**src/rtl/uart_rx_frame_ctrl.sv**
```systemverilog
// uart_rx_frame_ctrl: UART RX frame FSM, deserializer and parity/stop qualification
module uart_rx_frame_ctrl #(
  parameter int DATA_WIDTH = 8,
  parameter int PRESCALE_W = 6
) (
  input  logic                  CLK,
  input  logic                  RST,
  input  logic                  RX_IN,
  input  logic [PRESCALE_W-1:0] Prescale,
  input  logic                  PAR_EN,
  input  logic                  PAR_TYP,
  input  logic                  sampled_bit,
  input  logic                  par_err,
  output logic                  dat_samp_en,
  output logic [PRESCALE_W-1:0] edge_cnt,
  output logic [DATA_WIDTH-1:0] P_data,
  output logic                  parity_check_en,
  output logic                  par_typ_o,
  output logic                  data_valid,
  output logic                  par_err_o,
  output logic                  stop_err_o
);
  localparam int BW = $clog2(DATA_WIDTH);
  typedef enum logic [2:0] {IDLE, START, DATA, PARITY, STOP} state_t;
  state_t state_q, state_d;
  logic [BW-1:0] bit_cnt_q;
  logic par_en_q, perr_q, bit_end, stop_end, start_det;
  assign bit_end   = (state_q != IDLE) && (edge_cnt == Prescale - PRESCALE_W'(1));
  assign stop_end  = (state_q == STOP) && bit_end;
  assign start_det = (state_q == IDLE) && !RX_IN;
  always_comb begin
    state_d = state_q;
    case (state_q)
      IDLE:    state_d = RX_IN ? IDLE : START;
      START:   state_d = bit_end ? (sampled_bit ? IDLE : DATA) : START;
      DATA:    state_d = (bit_end && bit_cnt_q == BW'(DATA_WIDTH-1)) ? (par_en_q ? PARITY : STOP) : DATA;
      PARITY:  state_d = bit_end ? STOP : PARITY;
      STOP:    state_d = bit_end ? IDLE : STOP;
      default: state_d = IDLE;
    endcase
  end
  // Strobe outputs follow the next state so they line up with state_q one cycle later
  always_ff @(posedge CLK) begin
    if (RST) begin
      state_q         <= IDLE;
      bit_cnt_q       <= '0;
      par_en_q        <= 1'b0;
      perr_q          <= 1'b0;
      dat_samp_en     <= 1'b0;
      edge_cnt        <= '0;
      P_data          <= '0;
      parity_check_en <= 1'b0;
      par_typ_o       <= 1'b0;
      data_valid      <= 1'b0;
      par_err_o       <= 1'b0;
      stop_err_o      <= 1'b0;
    end else begin
      state_q         <= state_d;
      dat_samp_en     <= state_d != IDLE;
      parity_check_en <= state_d == PARITY;
      edge_cnt        <= (state_q == IDLE || bit_end) ? '0 : edge_cnt + PRESCALE_W'(1);
      data_valid      <= stop_end && sampled_bit && !perr_q;
      par_err_o       <= stop_end && perr_q;
      stop_err_o      <= stop_end && !sampled_bit;
      if (start_det) begin
        par_en_q  <= PAR_EN;
        par_typ_o <= PAR_TYP;
        perr_q    <= 1'b0;
        P_data    <= '0;
      end
      if (state_q == START && bit_end) bit_cnt_q <= '0;
      if (state_q == DATA && bit_end) begin
        P_data    <= {sampled_bit, P_data[DATA_WIDTH-1:1]};
        bit_cnt_q <= bit_cnt_q + BW'(1);
      end
      if (state_q == PARITY && bit_end) perr_q <= par_err;
    end
  end
endmodule

```
**config.mk**
```make
export PLATFORM = sky130hd
export DESIGN_NAME = uart_rx_frame_ctrl
export DESIGN_NICKNAME = d
export VERILOG_FILES = /design/src/rtl/uart_rx_frame_ctrl.sv
export SDC_FILE = /design/constraint.sdc
export NUM_CORES = 1
export LEC_CHECK = 0
export CORE_ASPECT_RATIO = 1.2
export CORE_MARGIN = 2
export CORE_UTILIZATION = 50
export CTS_BUF_LIST = sky130_fd_sc_hd__clkbuf_8
export DETAILED_ROUTE_END_ITERATION = 8
export PLACE_DENSITY = 0.8
export SLEW_MARGIN = 20
export SYNTH_ARGS = -nofsm -noshare
export SYNTH_HDL_FRONTEND = slang
export SYNTH_SLANG_ARGS = --single-unit
```
**constraint.sdc**
```tcl
create_clock -name CLK -period 5.5 [get_ports CLK]
set_input_delay 0.55 -clock CLK [delete_from_list [all_inputs] [get_ports CLK]]
set_output_delay 0.55 -clock CLK [all_outputs]
set_load 0.03 [all_outputs]
```
==> results.md, run 1 <==
* Outcome: finished clean
* Vias in the first global route at 1276
* HP Class: flop to flop
* Post-Synth Adder-Cell Area at 3.43%
* Yosys warning count at 0
* Worst vdd ir at 0.143 mV
* Total design power at 0.379 mW
* Rel. slew slack at 38.8%
* Grt ovf at 0
* Clock Latency Late Sink at 0.27 ns
* Most frequent cells in the layout: clkdlybuf4s50_1, dfxtp_1, nand2b_1
* Startpoint types: input port
* Num ports at 33
* Worst slew pin tran at 0.915 ns
* Syn avg cell area at 9.24 um^2
* FF+latch area at 561 um^2
* Yosys cell types at 39
* Mapped cell area at 1460 um^2
* Mux share of post-synthesis cell area at 7.54%
* Detailed Route Iter0 Violations at 25
* Sum Neg Setup Slack at 0 ns
* WL final at 2950 um
* Final Hold Fails at 0
* Worst endpoint required time at 5.67 ns
* Pin count of the biggest net entering global routing at 32
* Num Clock Sinks at 28
* Placed insts at 216
* Ratio of cells with drive above 1 in the final layout at 4.84%
* Critical path class: input port to flop
* Min Tclk post-route at 3.00 ns
* Die ar. at 3370 um^2
* Tcrit/Tclk final at 54.5%
* HPWL after DPL at 2160 um
* Cell leakage power at 0.698 nW
* N_diodes at 0
* Root buf cell: clkbuf_8
* CTS tree: built
* Detailed-route via count at 1252
* Initial Util at 52.4%
* Remaining DRCs at 0
* First-pass GRT wire length at 5140 um
* Floorplan row count at 21
* Fillers at 241
* Setup Fix Bufs, Post-CTS at 0
* Hold-fix buffers at CTS at 0
* GPL Wtd Cong at 0.887
* Vias per std cell at 5.69
* Core Region at 2790 um^2
* Total GRT Usage at 19.6%
* Pwr dens at 206 nW/um^2
* Chip width at 53.3 um
* DR WL/cell at 13.4 um
* Final std cells w/o fill at 220
* Combinational family with the most area after synthesis: simple AND/OR/NAND/NOR gates
* H-tree depth at 1
* F_max at 0.334 GHz
* TritonCTS buffer count at 3
* IO buf count at 32
* RSZ-0062 raised after global routing: no
* Final Net Count at 204
* Final Slew Violations at 0
* Footprint of the multi-input gates at 835 um^2
* DR pass1 iterations at 4
* Most common cell after layout, fill and taps aside: clkdlybuf4s50_1
* Count of final setup violators at 0
* R2R setup slack at 3.26 ns
* Max-Cap Viols at 0
* Post-synthesis compound-gate area fraction at 11.7%
* Synth Area in XOR/XNOR at 6.60%
* Die H at 63.2 um
* Simple-gate portion of the synthesized area at 27.9%
* PostCTS Resize Cnt at 0
* Cells after Synth at 158
* Clk pin slew, worst setup/hold paths at 0.09 ns
* Crit end category: flop
* Yosys reg bits at 28
* Syn Nets at 175
* Clock skew at 0.00343 ns
* Sequential-to-total area share from yosys stat at 38.4%
* Longest Clk Path Bufs at 2
* Initial antenna violation count at 0
* P&R area growth vs syn at 26.0%
* Post-detailed-route count of antenna-violating nets at 0
* Worst Path Max Fanout at 9
* Critical path arrival at 3.17 ns
[area by class of cell]
| class | count | area share [%] |
|---|---|---|
| inverter | 7 | 1.43 |
| timing repair buffer | 32 | 17.4 |
| sequential | 28 | 30.5 |
| multi-input combinational | 115 | 45.4 |
| clock buffer | 4 | 2.99 |
| tap | 34 | 2.31 |
[synthesized netlist by cell type, drive strengths merged]
library cell / n / share of area [%]
dfxtp: 28 / 38
nand2b: 21 / 9.0
mux2i: 11 / 7.5
nor2: 9 / 2.3
nor4: 9 / 3.9
inv: 7 / 1.8
clkbuf: 6 / 1.5
nand3: 6 / 2.1
xor2: 6 / 3.6
nand2: 5 / 1.3
xnor2: 5 / 3.0
ha: 4 / 3.4
a211oi: 3 / 1.5
a21o: 3 / 1.5
a21oi: 3 / 1.0
and3: 3 / 1.3
nor4b: 3 / 1.8
or4: 3 / 1.9
buf: 2 / 1.1
nand3b: 2 / 1.0
nor2b: 2 / 0.86
nor3: 2 / 0.69
o32ai: 2 / 1.2
a2111oi: 1 / 0.60
a211o: 1 / 1.2
a31o: 1 / 0.60
a32o: 1 / 0.69
a32oi: 1 / 0.60
a41oi: 1 / 0.60
and2: 1 / 0.43
and4b: 1 / 0.69
o211ai: 1 / 0.51
o21ai: 1 / 0.34
o2bb2ai: 1 / 0.60
o311ai: 1 / 0.60
or3: 1 / 0.77
[registers in the layout, indices dropped and copies added (netlist names)]
signal	cells
data_valid	1
par_en_q	1
perr_q	1
state_q	3
stop_err_o	1
par_err_o	1
par_typ_o	1
edge_cnt	6
bit_cnt_q	3
parity_check_en	1
P_data	8
dat_samp_en	1
[power by group]
part	internal [mW]	leakage (nW)	total [mW]	switching (mW)
Sequential	0.205	0.227	0.208	0.00290
Combinational	0.0218	0.443	0.0466	0.0248
Clock	0.0640	0.0288	0.124	0.0602
Total	0.291	0.698	0.379	0.0879
[metal layers]
metal / track usage, % / vias to the layer above / routed length [um]
met5: 0 / - / 0
met4: 7.05 / 0 / 46
met3: 2.37 / 7 / 141
met2: 35.2 / 32 / 1480
met1: 22.8 / 585 / 1280
li1: - / 628 / -
[critical path, cell delays in order]
cell and delay, ns:
clkdlybuf4s50_1 0.47, or4_1 0.54, or3_4 0.36, a211o_4 0.38, or4_4 0.59, o32ai_1 0.26
[through the flow]
stage,instance area (um^2),hold slack [ns],utilization (%),worst slack [ns]
after floorplan,1460,0.457,-,2.80
after global placement,1780,0.469,64.1,2.30
after detailed placement,1780,0.488,64.1,2.23
after CTS,1840,0.501,66.0,2.51
after global routing,1840,0.516,66.0,2.42
final,1840,0.495,66.0,2.50
[path summary, 6_finish.rpt]
path          startpoint            to  depth (start not counted)
min            P_data[3]     P_data[2]                          2
min reg2reg    P_data[3]     P_data[2]                          2
max reg2reg  edge_cnt[5]  bit_cnt_q[2]                          5
max          Prescale[0]  bit_cnt_q[2]                          6
[cell families after synthesis]
family                     after synthesis
muxes                                   11
and+or+nand+nor                         68
DFF                                     28
buffers and inverters                   15
AOI/OAI and AO/OA                       21
xor gates and xnor gates                11
adders and majority gates                4
Power figures use the tool's default switching activity.
==> run 2, diff against run 1 <==
==> constraint.sdc (replaced) <==
create_clock -name CLK -period 2.9 [get_ports CLK]
set_input_delay 0.29 -clock CLK [delete_from_list [all_inputs] [get_ports CLK]]
set_output_delay 0.29 -clock CLK [all_outputs]
set_load 0.03 [all_outputs]
==> results.md, run 2 (same netlist as run 1, synthesis figures left out) <==
* Chip width at 53.3 um (unchanged)
* HP Class: flop to flop
* GPL Wtd Cong at 0.811 (-8.6%)
* Pin count of the biggest net entering global routing at 19 (-41%)
* Final Net Count at 214 (+4.9%)
* Startpoint types: input port
* PostCTS Resize Cnt at 0 (unchanged)
* IO buf count at 32 (unchanged)
* Rel. slew slack at 57.1% (+18 points)
* Detailed Route Iter0 Violations at 16 (-36%)
* Post-detailed-route count of antenna-violating nets at 0 (unchanged)
* Worst Path Max Fanout at 9 (unchanged)
* Sum Neg Setup Slack at 0 ns (unchanged)
* Final Slew Violations at 0 (unchanged)
* Setup Fix Bufs, Post-CTS at 0 (unchanged)
* Vias per std cell at 5.48 (-3.7%)
* Longest Clk Path Bufs at 2 (unchanged)
* Worst path slowest cell: or4_4
* Fillers at 258 (+7.1%)
* Root buf cell: clkbuf_8
* TritonCTS buffer count at 3 (unchanged)
* F_max at 0.380 GHz
* Min Tclk post-route at 2.63 ns
* Worst vdd ir at 0.259 mV (+81%)
* Core Region at 2790 um^2 (unchanged)
* First-pass GRT wire length at 5180 um (+0.68%)
* DR pass1 iterations at 4 (unchanged)
* CTS tree: built
* Initial antenna violation count at 0 (unchanged)
* Floorplan row count at 21 (unchanged)
* Total GRT Usage at 20.1% (+0.51 points)
* Vias in the first global route at 1222 (-4.2%)
* Clock skew at 0.00296 ns (-0.000472 ns)
* Tcrit/Tclk final at 90.7%
* Num Clock Sinks at 28 (unchanged)
* HPWL after DPL at 2320 um (+7.3%)
* Pwr dens at 366 nW/um^2 (+78%)
* Remaining DRCs at 0 (unchanged)
* Num ports at 33 (unchanged)
* DR WL/cell at 13.3 um (-0.87%)
* Worst endpoint required time at 3.08 ns (-2.59 ns)
* Max FFs per register at 8 (unchanged)
* Most common cell after layout, fill and taps aside: clkdlybuf4s50_1
* H-tree depth at 1 (unchanged)
* Hold-fix buffers at CTS at 0 (unchanged)
* Worst slew pin tran at 0.644 ns (-0.270 ns)
* Final Hold Fails at 0 (unchanged)
* Initial Util at 52.4% (unchanged)
* WL final at 3040 um (+3.2%)
* Die H at 63.2 um (unchanged)
* Critical path class: input port to flop
* Clk pin slew, worst setup/hold paths at 0.09 ns (about the same)
* Regs by FF count: P_data x8, edge_cnt x6
* Cell leakage power at 0.740 nW (+6.0%)
* Register bank with the most flops: P_data
* Outcome: finished clean
* RSZ-0062 raised after global routing: no
* Crit-path cells: clkdlybuf4s50_1 -> or4_1 -> or3_4 -> a211o_4 -> or4_4 -> o32ai_1
* CP peak stage delay at 0.58 ns (about the same)
* Die ar. at 3370 um^2 (unchanged)
* Max-Cap Viols at 0 (unchanged)
* Post-layout util at 68.2% (+2.2 points)
* P&R area growth vs syn at 30.2%
* Grt ovf at 0 (unchanged)
* Crit end category: flop
* N_diodes at 0 (unchanged)
* Critical path arrival at 2.81 ns (-0.36 ns)
* Ratio of cells with drive above 1 in the final layout at 9.23% (+4.4 points)
* Most frequent cells in the layout: clkdlybuf4s50_1, dfxtp_1, nand2b_1
* Detailed-route via count at 1255 (+0.24%)
* Clock Latency Late Sink at 0.27 ns (about the same)
* Count of final setup violators at 0 (unchanged)
==> run 2: changes by cell type in the layout (fill, tap and decap cells not counted), sizes merged <==
cell    delta
buf       +10
clkbuf     -1
==> run 2: final cells by class <==
cell class / count / area (um^2) / area share, %
multi-input cells: 115 / 835 / 43.9
flip-flops and latches: 28 / 561 / 29.5
repair buffers: 42 / 395 / 20.8
well taps: 34 / 42.5 / 2.24
clock buffers: 3 / 41.3 / 2.17
inverters: 7 / 26.3 / 1.38
==> run 2: report_power, final <==
group / internal [mW] / switching, mW
clock network: 0.0932 / 0.111
logic: 0.0478 / 0.0483
registers: 0.389 / 0.00553
total: 0.530 / 0.165
==> run 2: per-stage QoR <==
step	setup WS, ns	cells	power (mW)	hold WS, ns	area (um^2)
floorplan	0.461	158	0.456	0.367	1460
global route	0.168	229	0.732	0.502	1900
CTS	0.274	229	0.706	0.494	1900
detailed placement	-0.0110	226	0.500	0.479	1860
finish	0.269	229	0.696	0.491	1900
global placement	0.0462	226	0.498	0.468	1860
==> run 2: path summary, 6_finish.rpt <==
check / start / endpoint / slack, ns / depth (start not counted)
max: Prescale[1] / bit_cnt_q[1] / 0.27 / 6
min: bit_cnt_q[2] / bit_cnt_q[2] / 0.49 / 2
max reg2reg: edge_cnt[5] / bit_cnt_q[1] / 0.74 / 5
min reg2reg: bit_cnt_q[2] / bit_cnt_q[2] / 0.49 / 2
==> run 2: critical path, delay by kind of cell <==
family	cells	cell delay (ns)
buffers and inverters	1	0.42
AOI/OAI and AO/OA	2	0.60
and+or+nand+nor	3	1.49
==> run 2: routing by layer <==
layer  up-vias  GRT usage [%]  wire (um)
met1       576           26.3       1370
met5         -              0          0
met3         7           2.61         96
met4         0           7.69         65
met2        25           32.7       1510
li1        647              -          -
==> run 3, diff against run 2 <==
--- a/config.mk
+++ b/config.mk
@@ -5,12 +5,14 @@
 export SDC_FILE = /design/constraint.sdc
 export NUM_CORES = 1
 export LEC_CHECK = 0
+export CAP_MARGIN = 25
 export CORE_ASPECT_RATIO = 1.2
 export CORE_MARGIN = 2
-export CORE_UTILIZATION = 50
+export CORE_UTILIZATION = 51
 export CTS_BUF_LIST = sky130_fd_sc_hd__clkbuf_8
 export DETAILED_ROUTE_END_ITERATION = 8
-export PLACE_DENSITY = 0.8
+export PLACE_DENSITY = 0.81
+export SETUP_SLACK_MARGIN = 0.3
 export SLEW_MARGIN = 20
 export SYNTH_ARGS = -nofsm -noshare
 export SYNTH_HDL_FRONTEND = slang
==> results.md, run 3 (same netlist as run 1, synthesis figures left out) <==
* Post-layout util at 70.7% (+2.5 points)
* Placed insts at 226 (unchanged)
* Detailed Route Iter0 Violations at 35 (+19)
* Hold-fix buffers at CTS at 0 (unchanged)
* Crit path from: Prescale[1]
* WL final at 3150 um (+3.5%)
* Clock skew at 0.00600 ns (+0.00303 ns)
* Worst slew pin tran at 0.652 ns (+0.00772 ns)
* H-tree depth at 1 (unchanged)
* Core Region at 2760 um^2 (-0.94%)
* Worst Path Max Fanout at 4 (-5)
* DR pass1 iterations at 4 (unchanged)
* Setup slack at placement at -0.0518 ns (-0.0408 ns)
* Post-detailed-route count of antenna-violating nets at 0 (unchanged)
* CTS tree: built
* Final instance area at 1950 um^2 (+2.6%)
* Cell leakage power at 0.765 nW (+3.3%)
* Register bank with the most flops: P_data
* Max-Cap Viols at 0 (unchanged)
* TritonCTS buffer count at 3 (unchanged)
* HPWL after DPL at 2350 um (+1.5%)
* N_diodes at 0 (unchanged)
* Final WS setup at 0.334 ns (+0.0641 ns)
* Num Clock Sinks at 28 (unchanged)
* Ratio of cells with drive above 1 in the final layout at 10.2% (+0.92 points)
* Clock Latency Late Sink at 0.27 ns (about the same)
* Critical path class: input port to flop
* Area after DPL at 1860 um^2 (unchanged)
* Pin count of the biggest net entering global routing at 25 (+6)
* Sum Neg Setup Slack at 0 ns (unchanged)
* GPL Wtd Cong at 0.895 (+10%)
* Longest Clk Path Bufs at 2 (unchanged)
* Final Hold Fails at 0 (unchanged)
* Chip width at 52.8 um (-0.91%)
* Critical path arrival at 2.78 ns (-0.03 ns)
* Detailed-route via count at 1274 (+1.5%)
* Die ar. at 3310 um^2 (-1.8%)
* Final std cells w/o fill at 231 (+0.87%)
* IO buf count at 32 (unchanged)
* Rel. slew slack at 56.5% (-0.51 points)
* Root buf cell: clkbuf_8
* Count of final setup violators at 0 (unchanged)
* Pwr dens at 408 nW/um^2 (+12%)
* Vias in the first global route at 1266 (+3.6%)
* RSZ-0062 raised after global routing: yes
* First-pass GRT wire length at 5300 um (+2.4%)
* Total GRT Usage at 20.5% (+0.38 points)
* Initial Util at 52.9% (+0.50 points)
* Worst vdd ir at 0.345 mV (+33%)
* HP Class: flop to flop
* Most frequent cells in the layout: clkdlybuf4s50_1, dfxtp_1, nand2b_1
* Grt ovf at 0 (unchanged)
* Crit end category: flop
* Final Slew Violations at 0 (unchanged)
* R2R cell count at 5 (unchanged)
* F_max at 0.390 GHz (+2.5%)
* P&R area growth vs syn at 33.6%
* Tcrit/Tclk final at 88.5% (-2.2 points)
* Worst reg2reg startpoint: edge_cnt[5]
* Max FFs per register at 8 (unchanged)
* Num ports at 33 (unchanged)
* Fillers at 209 (-19%)
* Reg-to-Reg End: state_q[2]
* Worst setup endpoint: state_q[2]
* Outcome: finished clean
* Min Tclk post-route at 2.57 ns (-0.0641 ns)
* Startpoint types: input port
* DR WL/cell at 13.6 um (+2.6%)
* Remaining DRCs at 0 (unchanged)
* Die H at 62.6 um (-0.92%)
* Vias per std cell at 5.52 (+0.64%)
* Floorplan row count at 21 (unchanged)
* Final Net Count at 215 (+0.47%)
* Initial antenna violation count at 0 (unchanged)
* Most common cell after layout, fill and taps aside: clkdlybuf4s50_1
* Regs by FF count: P_data x8, edge_cnt x6
* R2R setup slack at 0.78 ns (+0.04 ns)
* Worst endpoint required time at 3.11 ns (+0.03 ns)
* Clk pin slew, worst setup/hold paths at 0.09 ns (about the same)
-- run 3: cell count changes in the layout (fill, tap and decap cells not counted), sizes merged --
cell,before,now
bufinv,0,1
buf,10,11
-- run 3: worst min-delay path by stage --
stage	from	to	slack, ns	cells past startpoint
floorplan	sampled_bit	stop_err_o	0.37	1
global placement	bit_cnt_q[1]	bit_cnt_q[1]	0.47	2
detailed placement	bit_cnt_q[2]	bit_cnt_q[2]	0.48	2
CTS	bit_cnt_q[2]	bit_cnt_q[2]	0.50	2
global route	bit_cnt_q[2]	bit_cnt_q[2]	0.51	2
finish	bit_cnt_q[2]	bit_cnt_q[2]	0.50	2
-- run 3: power by group --
part	switching, mW	internal (mW)	total [mW]	leakage (nW)
Sequential	0.00515	0.389	0.394	0.227
Combinational	0.0511	0.0479	0.0990	0.503
Clock	0.118	0.185	0.303	0.0357
Total	0.174	0.622	0.796	0.765
-- run 3: critical path, stage by stage --
cell and delay, ns:
clkdlybuf4s50_1 0.42, or4_1 0.56, or3_4 0.36, a211o_4 0.36, or4_2 0.64, a21oi_1 0.15
-- run 3: through the flow --
| stage | hold WS (ns) | power (mW) |
|---|---|---|
| after floorplan | 0.367 | 0.456 |
| after global placement | 0.469 | 0.498 |
| after detailed placement | 0.484 | 0.501 |
| after CTS | 0.496 | 0.802 |
| after global routing | 0.507 | 0.830 |
| final | 0.499 | 0.796 |
-- run 3: layer usage --
metal | track usage, % | vias up | share of wire (%)
li1 | - | 644 | -
met1 | 25.9 | 582 | 42
met2 | 33.8 | 43 | 51
met3 | 3.83 | 5 | 5.8
met4 | 7.69 | 0 | 1.4
met5 | 0 | - | 0
-- run 3: cell type report --
| cell class | count | area (um^2) | share of cell area, % |
|---|---|---|---|
| Clock buffer | 3 | 41.3 | 2.12 |
| Multi-Input combinational cell | 115 | 835 | 42.8 |
| Timing Repair Buffer | 43 | 415 | 21.3 |
| Sequential cell | 28 | 561 | 28.7 |
| Clock inverter | 1 | 30.0 | 1.54 |
| Inverter | 7 | 26.3 | 1.35 |
| Tap cell | 34 | 42.5 | 2.18 |
-- run 3: repair_timing --
item | 4_1_cts | 5_1_grt
gates resized for setup | 0 | 0
pin swaps | 1 | 0
buffers inserted | 1 | 0
endpoints found under the setup margin | 2 | 3
